**src/rtl/or1200_vld_top_if.sv**
```systemverilog
// Byte-read memory port used by the VLD bit reader to prefetch entropy-coded data.
interface or1200_vld_top_if;
   logic        load_byte_o;
   logic [31:0] vlx_addr_o;
   logic [31:0] dat_i;
   logic        ack_i;

   modport master (
      output load_byte_o,
      output vlx_addr_o,
      input  dat_i,
      input  ack_i
   );

   modport slave (
      input  load_byte_o,
      input  vlx_addr_o,
      output dat_i,
      output ack_i
   );
endinterface

```
**src/rtl/or1200_vld_top.sv**
```systemverilog
// VLD bit reader: prefetches bytes, strips 0xFF/0x00 stuffing, detects markers,
// and serves 0..16-bit get-bits requests to the CPU, stalling until bits are buffered.
module or1200_vld_top (
   input  logic              clk_i,
   input  logic              rst_i,
   input  logic              get_bit_op_i,
   input  logic [4:0]        num_bits_to_read_i,
   output logic [31:0]       bits_o,
   output logic              stall_cpu_o,
   or1200_vld_top_if.master  mem,
   input  logic              spr_cs,
   input  logic              spr_write,
   input  logic [1:0]        spr_addr,
   input  logic [31:0]       spr_dat_i,
   output logic [31:0]       spr_dat_o
);

   localparam int unsigned DW = 32;
   localparam int unsigned FW = 6;
   localparam int unsigned NW = 5;
   localparam int unsigned BW = 8;

   localparam logic [FW-1:0] FILL_FULL  = FW'(DW);
   localparam logic [FW-1:0] FILL_ROOM  = FW'(DW - BW);
   localparam logic [FW-1:0] FILL_BYTE  = FW'(BW);
   localparam logic [DW-1:0] ONES       = '1;
   localparam logic [BW-1:0] BYTE_FF    = 8'hFF;
   localparam logic [BW-1:0] BYTE_00    = 8'h00;

   typedef enum logic {S_IDLE = 1'b0, S_REQ = 1'b1} state_e;

   state_e          state_q, state_d;
   logic            load_q, load_d;
   logic [DW-1:0]   addr_q, addr_d;
   logic [DW-1:0]   buf_q, buf_d;
   logic [FW-1:0]   fill_q, fill_d;
   logic            prev_ff_q, prev_ff_d;
   logic            marker_seen_q, marker_seen_d;
   logic [BW-1:0]   marker_byte_q, marker_byte_d;
   logic            enabled_q, enabled_d;
   logic            discard_q, discard_d;
   logic            pend_q, pend_d;
   logic [NW-1:0]   pend_n_q, pend_n_d;
   logic [DW-1:0]   bits_q, bits_d;

   logic            drain;
   logic [NW-1:0]   get_n;
   logic [FW-1:0]   shamt;
   logic [DW-1:0]   valid_mask;
   logic [DW-1:0]   padded;
   logic [BW-1:0]   byte_v;
   logic            addr_wr;
   logic            stat_wr;

   // Next-state: consume for a get first, then fetch/insert, then SPR writes override.
   always_comb begin
      state_d       = state_q;
      load_d        = load_q;
      addr_d        = addr_q;
      buf_d         = buf_q;
      fill_d        = fill_q;
      prev_ff_d     = prev_ff_q;
      marker_seen_d = marker_seen_q;
      marker_byte_d = marker_byte_q;
      enabled_d     = enabled_q;
      discard_d     = discard_q;
      pend_d        = pend_q;
      pend_n_d      = pend_n_q;
      bits_d        = bits_q;

      drain      = marker_seen_q | ~enabled_q;
      get_n      = pend_q ? pend_n_q : num_bits_to_read_i;
      shamt      = FILL_FULL - FW'(get_n);
      valid_mask = ~(ONES >> fill_q);
      padded     = (buf_q & valid_mask) | ~valid_mask;
      byte_v     = mem.dat_i[BW-1:0];
      addr_wr    = spr_cs & spr_write & spr_addr[1];
      stat_wr    = spr_cs & spr_write & ~spr_addr[1];

      // Get: extract when enough bits, 1-pad in drain mode, otherwise hold pending.
      if (get_bit_op_i | pend_q) begin
         if (fill_q >= FW'(get_n)) begin
            bits_d = buf_q >> shamt;
            buf_d  = buf_q << get_n;
            fill_d = fill_q - FW'(get_n);
            pend_d = 1'b0;
         end else if (drain) begin
            bits_d = padded >> shamt;
            buf_d  = '0;
            fill_d = '0;
            pend_d = 1'b0;
         end else begin
            pend_d   = 1'b1;
            pend_n_d = get_n;
         end
      end

      // Fetch FSM with destuffing of the accepted byte.
      case (state_q)
         S_IDLE: begin
            if (enabled_q & ~marker_seen_q & (fill_q <= FILL_ROOM)) begin
               state_d = S_REQ;
               load_d  = 1'b1;
            end
         end
         S_REQ: begin
            if (mem.ack_i) begin
               state_d   = S_IDLE;
               load_d    = 1'b0;
               discard_d = 1'b0;
               if (!discard_q && !addr_wr) begin
                  addr_d = addr_q + 32'd1;
                  if (!prev_ff_q) begin
                     buf_d     = buf_d | ({byte_v, {(DW-BW){1'b0}}} >> fill_d);
                     fill_d    = fill_d + FILL_BYTE;
                     prev_ff_d = (byte_v == BYTE_FF);
                  end else if (byte_v == BYTE_00) begin
                     prev_ff_d = 1'b0;
                  end else begin
                     fill_d        = (fill_d >= FILL_BYTE) ? fill_d - FILL_BYTE : '0;
                     buf_d         = buf_d & ~(ONES >> fill_d);
                     marker_seen_d = 1'b1;
                     marker_byte_d = byte_v;
                     prev_ff_d     = 1'b0;
                  end
               end
            end
         end
         default: begin
            state_d = S_IDLE;
            load_d  = 1'b0;
         end
      endcase

      // Address write restarts the stream; an in-flight read is left to finish and dropped.
      if (addr_wr) begin
         addr_d        = spr_dat_i;
         buf_d         = '0;
         fill_d        = '0;
         prev_ff_d     = 1'b0;
         marker_seen_d = 1'b0;
         enabled_d     = 1'b1;
         discard_d     = (state_q == S_REQ) & ~mem.ack_i;
      end

      // Status write acknowledges a marker so fetching can resume.
      if (stat_wr) begin
         marker_seen_d = 1'b0;
         marker_byte_d = '0;
      end
   end

   // State registers with synchronous reset.
   always_ff @(posedge clk_i) begin
      if (rst_i) begin
         state_q       <= S_IDLE;
         load_q        <= 1'b0;
         addr_q        <= '0;
         buf_q         <= '0;
         fill_q        <= '0;
         prev_ff_q     <= 1'b0;
         marker_seen_q <= 1'b0;
         marker_byte_q <= '0;
         enabled_q     <= 1'b0;
         discard_q     <= 1'b0;
         pend_q        <= 1'b0;
         pend_n_q      <= '0;
         bits_q        <= '0;
      end else begin
         state_q       <= state_d;
         load_q        <= load_d;
         addr_q        <= addr_d;
         buf_q         <= buf_d;
         fill_q        <= fill_d;
         prev_ff_q     <= prev_ff_d;
         marker_seen_q <= marker_seen_d;
         marker_byte_q <= marker_byte_d;
         enabled_q     <= enabled_d;
         discard_q     <= discard_d;
         pend_q        <= pend_d;
         pend_n_q      <= pend_n_d;
         bits_q        <= bits_d;
      end
   end

   assign bits_o          = bits_q;
   assign stall_cpu_o     = get_bit_op_i | pend_q;
   assign mem.load_byte_o = load_q;
   assign mem.vlx_addr_o  = addr_q;

   // SPR read mux: address register or status word.
   always_comb begin
      spr_dat_o = '0;
      if (spr_cs) begin
         spr_dat_o = spr_addr[1] ? addr_q
                                 : {16'h0000, marker_byte_q, marker_seen_q, 1'b0, fill_q};
      end
   end

   logic unused_ok;
   assign unused_ok = ^{mem.dat_i[DW-1:BW], spr_addr[0]};

endmodule

```
**src/flat_wrapper.sv**
```systemverilog
// flat-port wrapper written by rule: the top's interface ports become plain ports
module or1200_vld_top_flat 
  (clk_i, rst_i, get_bit_op_i, num_bits_to_read_i, bits_o, stall_cpu_o, spr_cs, spr_write, spr_addr, spr_dat_i, spr_dat_o, mem_load_byte_o, mem_vlx_addr_o, mem_dat_i, mem_ack_i);
  or1200_vld_top_if mem_i ();
  input  logic clk_i;
  input  logic rst_i;
  input  logic get_bit_op_i;
  input  logic [4:0] num_bits_to_read_i;
  output logic [31:0] bits_o;
  output logic stall_cpu_o;
  input  logic spr_cs;
  input  logic spr_write;
  input  logic [1:0] spr_addr;
  input  logic [31:0] spr_dat_i;
  output logic [31:0] spr_dat_o;
  output wire logic [$bits(mem_i.load_byte_o)-1:0] mem_load_byte_o;
  output wire logic [$bits(mem_i.vlx_addr_o)-1:0] mem_vlx_addr_o;
  input wire logic [$bits(mem_i.dat_i)-1:0] mem_dat_i;
  input wire logic [$bits(mem_i.ack_i)-1:0] mem_ack_i;
  assign mem_load_byte_o = mem_i.load_byte_o;
  assign mem_vlx_addr_o = mem_i.vlx_addr_o;
  assign mem_i.dat_i = mem_dat_i;
  assign mem_i.ack_i = mem_ack_i;
  or1200_vld_top u_core (.clk_i(clk_i), .rst_i(rst_i), .get_bit_op_i(get_bit_op_i), .num_bits_to_read_i(num_bits_to_read_i), .bits_o(bits_o), .stall_cpu_o(stall_cpu_o), .mem(mem_i), .spr_cs(spr_cs), .spr_write(spr_write), .spr_addr(spr_addr), .spr_dat_i(spr_dat_i), .spr_dat_o(spr_dat_o));
endmodule
```
**config.mk**
```make
export PLATFORM = sky130hd
export DESIGN_NAME = or1200_vld_top_flat
export DESIGN_NICKNAME = d
export VERILOG_FILES = /design/src/rtl/or1200_vld_top_if.sv /design/src/rtl/or1200_vld_top.sv /design/src/flat_wrapper.sv
export SDC_FILE = /design/constraint.sdc
export NUM_CORES = 1
export LEC_CHECK = 0
export BUFFER_PORTS_ARGS = -buffer_cell sky130_fd_sc_hd__buf_2
export CORE_MARGIN = 3
export CORE_UTILIZATION = 53
export DETAILED_ROUTE_END_ITERATION = 8
export PLACE_DENSITY = 0.8
export SETUP_SLACK_MARGIN = 0.3
export SKIP_CTS_REPAIR_TIMING = 1
export SLEW_MARGIN = 5
export SYNTH_ARGS = -nofsm -noshare
export SYNTH_HDL_FRONTEND = slang
export SYNTH_SLANG_ARGS = --single-unit
export TNS_END_PERCENT = 1
```
**constraint.sdc**
```tcl
create_clock -name clk_i -period 5.7 [get_ports clk_i]
set_input_delay 0.855 -clock clk_i [delete_from_list [all_inputs] [get_ports clk_i]]
set_output_delay 0.855 -clock clk_i [all_outputs]
set_load 0.005 [all_outputs]
```
# Word level (Yosys, flattened, before mapping)
# Cells that the tools add are included.
# W data, S select, Z words.
dict set report word_totals {
  register_bits 122
  inputBits 77
  wordCells 108
}
dict set report op_classes {
  add_sub_neg 5
  order_cmp 3
  n_eq_ne 3
  shift 6
  mux 37
  bitwise 23
  n_reduce_logical 18
}
# operator count
set ops {}
lappend ops {{$mux W32} 16}
lappend ops {{$not A32 Y32} 3}
lappend ops {{$shr A32 B6 Y32} 3}
lappend ops {{$and A32 B32 Y32} 2}
lappend ops {{$or A32 B32 Y32} 2}
lappend ops {{$shr A32 B6 Y32 const A} 2}
lappend ops {{$mux W6} 9}
lappend ops {{$add A32 B1 Y32 const B} 1}
lappend ops {{$shl A32 B5 Y32} 1}
lappend ops {{$mux W1} 9}
lappend ops {{$reduce_and A3 Y1} 3}
lappend ops {{$eq A8 B8 Y1 const B} 1}
lappend ops {{$logic_not A8 Y1} 1}
lappend ops {{$not A1 Y1} 8}
lappend ops {{$reduce_bool A2 Y1} 4}
lappend ops {{$add A6 B4 Y6 const B} 1}
lappend ops {{$and A1 B1 Y1} 6}
lappend ops {{$ge A6 B4 Y1 const B} 1}
lappend ops {{$ge A6 B5 Y1} 1}
lappend ops {{$le A6 B5 Y1 const B} 1}
lappend ops {{$reduce_and A2 Y1} 3}
lappend ops {{$sub A6 B4 Y6 const B} 1}
lappend ops {{$sub A6 B5 Y6} 1}
lappend ops {{$sub A6 B5 Y6 const A} 1}
lappend ops {{other kinds (10)} 14}

# Longest topological paths before layout
dict set report depth {
  depth_word 15
  ltp_mapped 22
}

# Worst setup path before layout
# No wires, ideal clock.
dict set report synth_timing {
  kind {input to register}
  from {input port num_bits_to_read_i[0]}
  to {register u_core.buf_q[17]}
  arrival_time_ns 5.822
  t_required_ns 5.583
  path_slack_ns -0.239
  cell_stages 22
  n_path_buf 7
  cell_sequence {mux2i_1 inv_1 clkbuf_1 clkbuf_1 clkbuf_1 ha_1 inv_1 fa_1 and3_1 clkbuf_1 or4_4 nand2_1 a22o_1 buf_1 buf_1 ha_1 nand3b_1 mux2_2 and2_1 buf_2 a21o_1 a22o_1}
}
dict set report synth_between {
  elab_chain_len 14
  word_cells_on_any_way 21
}
# item line_no
set synth_rtl {}
lappend synth_rtl {{from (decl)} flat_wrapper.sv:8} ;# input logic [4:0] num_bits_to_read_i;
lappend synth_rtl {{$mux W5 *} or1200_vld_top.sv:72} ;# get_n = pend_q ? pend_n_q : num_bits_to_read_i;
lappend synth_rtl {{via u_core.get_n[0]} or1200_vld_top.sv:47} ;# logic [NW-1:0] get_n;
lappend synth_rtl {{$sub A6 B5 Y6 / $ge A6 B5 Y1 (equally long branches)} {or1200_vld_top.sv:85, or1200_vld_top.sv:82}}
lappend synth_rtl {{$mux W6} or1200_vld_top.sv:82} ;# if (fill_q >= FW'(get_n)) begin
lappend synth_rtl {{$mux W6} or1200_vld_top.sv:81} ;# if (get_bit_op_i | pend_q) begin
lappend synth_rtl {{$sub A6 B4 Y6 / $ge A6 B4 Y1 (equally long branches)} or1200_vld_top.sv:120} ;# fill_d = (fill_d >= FILL_BYTE) ? fill_d - FILL_BYTE : '0;
lappend synth_rtl {{$mux W6} or1200_vld_top.sv:120}
lappend synth_rtl {{$shr A32 B6 Y32} or1200_vld_top.sv:121} ;# buf_d = buf_d & ~(ONES >> fill_d);
lappend synth_rtl {{$not A32 Y32} or1200_vld_top.sv:121}
lappend synth_rtl {{$and A32 B32 Y32} or1200_vld_top.sv:121}
lappend synth_rtl {{$mux W32} or1200_vld_top.sv:117} ;# end else if (byte_v == BYTE_00) begin
lappend synth_rtl {{$mux W32} or1200_vld_top.sv:113} ;# if (!prev_ff_q) begin
lappend synth_rtl {{$mux W32} or1200_vld_top.sv:111} ;# if (!discard_q && !addr_wr) begin
lappend synth_rtl {{$mux W32} or1200_vld_top.sv:107} ;# if (mem.ack_i) begin
lappend synth_rtl {{$mux W32 *} or1200_vld_top.sv:99} ;# case (state_q)
lappend synth_rtl {{to (signal assigned)} or1200_vld_top.sv:173} ;# buf_q <= buf_d;
lappend synth_rtl {{to (decl)} or1200_vld_top.sv:35} ;# logic [DW-1:0] buf_q, buf_d;
# Mark *: on every way through the listed nets, which the timed path passes. The rest lies on a longest branch.
# A chain may end at the register's enable or synchronous reset.

# Worst setup path in the final report
dict set report layout_timing {
  from {register u_core.pend_q}
  to {register u_core.buf_q[21]}
}
dict set report layout_between {
  elab_chain_len 14
  word_cells_on_any_way 22
}
# item line_no
set layout_rtl {}
lappend layout_rtl {{from (decl)} or1200_vld_top.sv:42} ;# logic pend_q, pend_d;
lappend layout_rtl {{from (signal assigned)} or1200_vld_top.sv:180} ;# pend_q <= pend_d;
lappend layout_rtl {{$mux W5} or1200_vld_top.sv:72}
lappend layout_rtl {{$sub A6 B5 Y6 / $ge A6 B5 Y1 (equally long branches)} {or1200_vld_top.sv:85, or1200_vld_top.sv:82}}
lappend layout_rtl {{$mux W6} or1200_vld_top.sv:82}
lappend layout_rtl {{$mux W6} or1200_vld_top.sv:81}
lappend layout_rtl {{$sub A6 B4 Y6 / $ge A6 B4 Y1 (equally long branches)} or1200_vld_top.sv:120}
lappend layout_rtl {{$mux W6} or1200_vld_top.sv:120}
lappend layout_rtl {{$shr A32 B6 Y32} or1200_vld_top.sv:121}
lappend layout_rtl {{$not A32 Y32} or1200_vld_top.sv:121}
lappend layout_rtl {{$and A32 B32 Y32} or1200_vld_top.sv:121}
lappend layout_rtl {{$mux W32} or1200_vld_top.sv:117}
lappend layout_rtl {{$mux W32} or1200_vld_top.sv:113}
lappend layout_rtl {{$mux W32} or1200_vld_top.sv:111}
lappend layout_rtl {{$mux W32} or1200_vld_top.sv:107}
lappend layout_rtl {{$mux W32 *} or1200_vld_top.sv:99}
# Mark *: on every way between the ends. The rest lies on a longest branch, timed or not.

==> metrics <==
Peak Freq 195.8 MHz; Crit path depth 16; H-tree level count 4; Post-Place Worst Slack between 0.5 and 0.6 ns; Max transition margin 0.1684; Die Area 0.02166 mm²; DR DRC count 0; RR Endpoint u_core.buf_q[21]$_SDFF_PP0_; clk sinks around 120; CP Class reg2reg; first-pass GRT wire length 62350 µm; Gate Count Post-Synth 1389; top cells by area in the synthesized netlist dfxtp_1 23%, mux2i_1 9.2%, nand2_1 6.8%; Final Hold Fails 0; status complete, no violations; Max-cap violations 0; Post-Route Setup TNS 0 ns; Avg Cell Area, Syn 7.605 µm²; Yosys cell types slightly above 70; Post-synth EDFFs 0; total power draw approximately 2.8 mW; Slew @ Worst Pin roughly 1.2 ns; initial antenna violation count 1; CP max stage cell a22oi_1; leakage ~4.9 nW; DR vias ~12000; Antenna Nets Post-Route 0; RSZ-0062 raised after global routing no; Worst EP required between 6 and 7 ns; total grt overflow 0; setup ws final a little under 0.6 ns; hold slack between 0.4 and 0.5 ns; post-synthesis sequential area ratio 0.2312; Ant. Diodes 0; Max Slew Vio Count 0; Worst Path Max Fanout 13; Setup crit start kind flop; number of global-route vias before repair 10980; Vias/cell 6.965; synthesized cell area approximately 0.011 mm²; Clock Tree Root clkbuf_16; Setup Viol. Count Final 0; Worst Clk Skew between 0.01 and 0.015 ns; Die W around 150 µm; layout cells sized above 1 0.1880; largest net degree at the start of global routing between 60 and 70; Reg2Reg Launch Point u_core.pend_q$_SDFFE_PP0N_; leading area contributor after synthesis dfxtp_1; CP endpoint u_core.buf_q[21]$_SDFF_PP0_; syn nets 1476; crit-path leading delay family compound AO/OA/AOI/OAI gates; final worst path period share 0.8961; Die Y between 100 and 150 µm; DRT iter0 DRCs roughly 2000; flop2flop setup slack approximately 0.59 ns; VDD IR max 0.0001819 V; Reg2Reg Depth 16; Worst EP arrival between 5 and 6 ns; asr flop ratio synth 0; DP HPWL between 20000 and 30000 µm; router iterations before antenna repair 6; CTS max path bufs 2; min Tclk post-route 5.108 ns; WL final just over 40000 µm; Final Util 0.6217; Total Nets Final approximately 1600; worst path bufs/invs 3; most common cell after layout, fill and taps aside nand2_1; Routability Congestion about 1; top cell type's share of synthesized area 0.2312; Hold Crit Class reg2reg; Crit. Startpoint u_core.pend_q$_SDFFE_PP0N_; total core area 0.01953 mm²; GRT Util Overall 0.3573; PortBufs around 150; CTS tree built; top_reg_cell synth dfxtp_1; commonest non-fill, non-tap cells in the layout 192 x nand2_1, 149 x buf_2, 126 x nor2_1; DR WL/cell roughly 23 µm; Row Count 51; Cell Pwr Density 229.7 mW/mm²; Clk pin slew, worst setup/hold paths 0.06 ns; Num CTS Buffers 17; CP Cell Sequence mux2i_4 -> inv_2 -> ha_1 -> inv_1 -> fa_1 -> and3_1 -> or4_4 -> nand2_1 -> a22oi_1 -> inv_1 -> ha_1 -> nand3b_1 -> mux2_2 -> and2_1 -> a21o_1 -> a32o_1; count of boundary I/O pins roughly 180; Starting Density 0.5410; Clock Latency Late Sink 0.43 ns; Yosys reg bits about 120; Syn-to-layout area delta 14.92%; Critical Path Sink Type flop; crit-path max cell delay approximately 0.74 ns; Synth Warn # 0
==> per-layer routing <==
layer	share of wire	vias up	global-route usage
met5	0.00017	-	0
met4	0.040	2	0.1249
met3	0.13	163	0.09840
met2	0.44	947	0.5447
met1	0.40	5672	0.4891
li1	-	5475	-
==> worst reg2reg max path: cells and delay by family, from the launching register on <==
| kind | cells | cell delay (ns) |
|---|---|---|
| buffers and inverters | 3 | 0.39 |
| AO/OA/AOI/OAI | 3 | 1.19 |
| adder cells (fa/ha/maj) | 3 | 0.94 |
| multiplexers | 2 | 0.65 |
| AND/OR/NAND/NOR | 5 | 1.08 |
| flip-flops | 1 | 0.72 |
==> report_power, final <==
group          internal [mW]  leakage, nW  switching (mW)
combinational          0.258         3.59           0.458
clock                  0.667        0.292           0.468
sequential             0.895        0.992          0.0423
==> per-stage QoR <==
step | cell area (µm²) | instances
after floorplan | 10590 | 1389
after CTS | 12140 | 1760
after detailed placement | 11540 | 1728
final | 12140 | 1760
after global routing | 12140 | 1760
after global placement | 11540 | 1728
==> kinds of logic (layout without fill, tap and decap cells) <==
group           after synthesis  after routing  share of synthesized area
flops                       122            122                     0.2312
mux                         139            139                     0.1678
compound gates              428            428                     0.2822
buf+inv                     132            238                    0.04809
xor+xnor                     34             34                    0.02819
fa+ha+maj                    10             10                    0.01256
simple gates                524            524                     0.2299
==> worst min-delay path by stage <==
stage	start	cells past startpoint	endpoint
2_1_floorplan	u_core.marker_byte_q[0]$_SDFFE_PP0P_	2	u_core.marker_byte_q[0]$_SDFFE_PP0P_
3_3_place_gp	u_core.bits_o[18]$_SDFFE_PP0P_	2	u_core.bits_o[18]$_SDFFE_PP0P_
3_5_place_dp	u_core.bits_o[18]$_SDFFE_PP0P_	2	u_core.bits_o[18]$_SDFFE_PP0P_
4_1_cts	u_core.marker_byte_q[6]$_SDFFE_PP0P_	2	u_core.marker_byte_q[6]$_SDFFE_PP0P_
5_1_grt	u_core.marker_byte_q[6]$_SDFFE_PP0P_	2	u_core.marker_byte_q[6]$_SDFFE_PP0P_
6_report	u_core.bits_o[18]$_SDFFE_PP0P_	2	u_core.bits_o[18]$_SDFFE_PP0P_
==> cells in the mapped netlist, types with 9 or more instances <==
| master | count |
|---|---|
| nor2b_1 | 18 |
| clkbuf_1 | 89 |
| xor2_1 | 25 |
| ha_1 | 9 |
| xnor2_1 | 9 |
| mux4_2 | 29 |
| nand2_1 | 192 |
| mux2_2 | 12 |
| nand3_1 | 43 |
| a21oi_1 | 68 |
| and2_1 | 14 |
| a311oi_1 | 16 |
| nand4_1 | 19 |
| and3_1 | 35 |
| mux2i_1 | 97 |
| o221ai_1 | 12 |
| dfxtp_1 | 122 |
| a221oi_1 | 11 |
| o21ai_0 | 82 |
| a32oi_1 | 10 |
| a22oi_1 | 27 |
| nor3_1 | 30 |
| o211ai_1 | 15 |
| o21a_1 | 10 |
| a31oi_1 | 24 |
| o22ai_1 | 9 |
| buf_1 | 20 |
| inv_1 | 13 |
| a211oi_1 | 52 |
| nor4_1 | 12 |
| nor2_1 | 126 |
==> flip-flops by register name, summed over array words and instances, names as in the netlist <==
| name | flops |
|---|---|
| u_core.bits_o | 32 |
| u_core.buf_q | 32 |
| u_core.mem.vlx_addr_o | 32 |
| u_core.marker_byte_q | 8 |
| u_core.fill_q | 6 |
| u_core.pend_n_q | 5 |
| u_core.discard_q | 1 |
| u_core.enabled_q | 1 |
| u_core.marker_seen_q | 1 |
| u_core.mem.load_byte_o | 1 |
| u_core.pend_q | 1 |
| u_core.prev_ff_q | 1 |
| u_core.state_q | 1 |
==> cell type report <==
cell class	count	area (µm²)
Clock buffer	18	439.2
Clock inverter	14	160.2
Fill cell	1787	7386
Inverter	18	68.82
Multi-Input combinational cell	1135	7660
Sequential cell	122	2442
Tap cell	265	331.6
Timing Repair Buffer	188	1039
(Power assumes the default switching activity.)
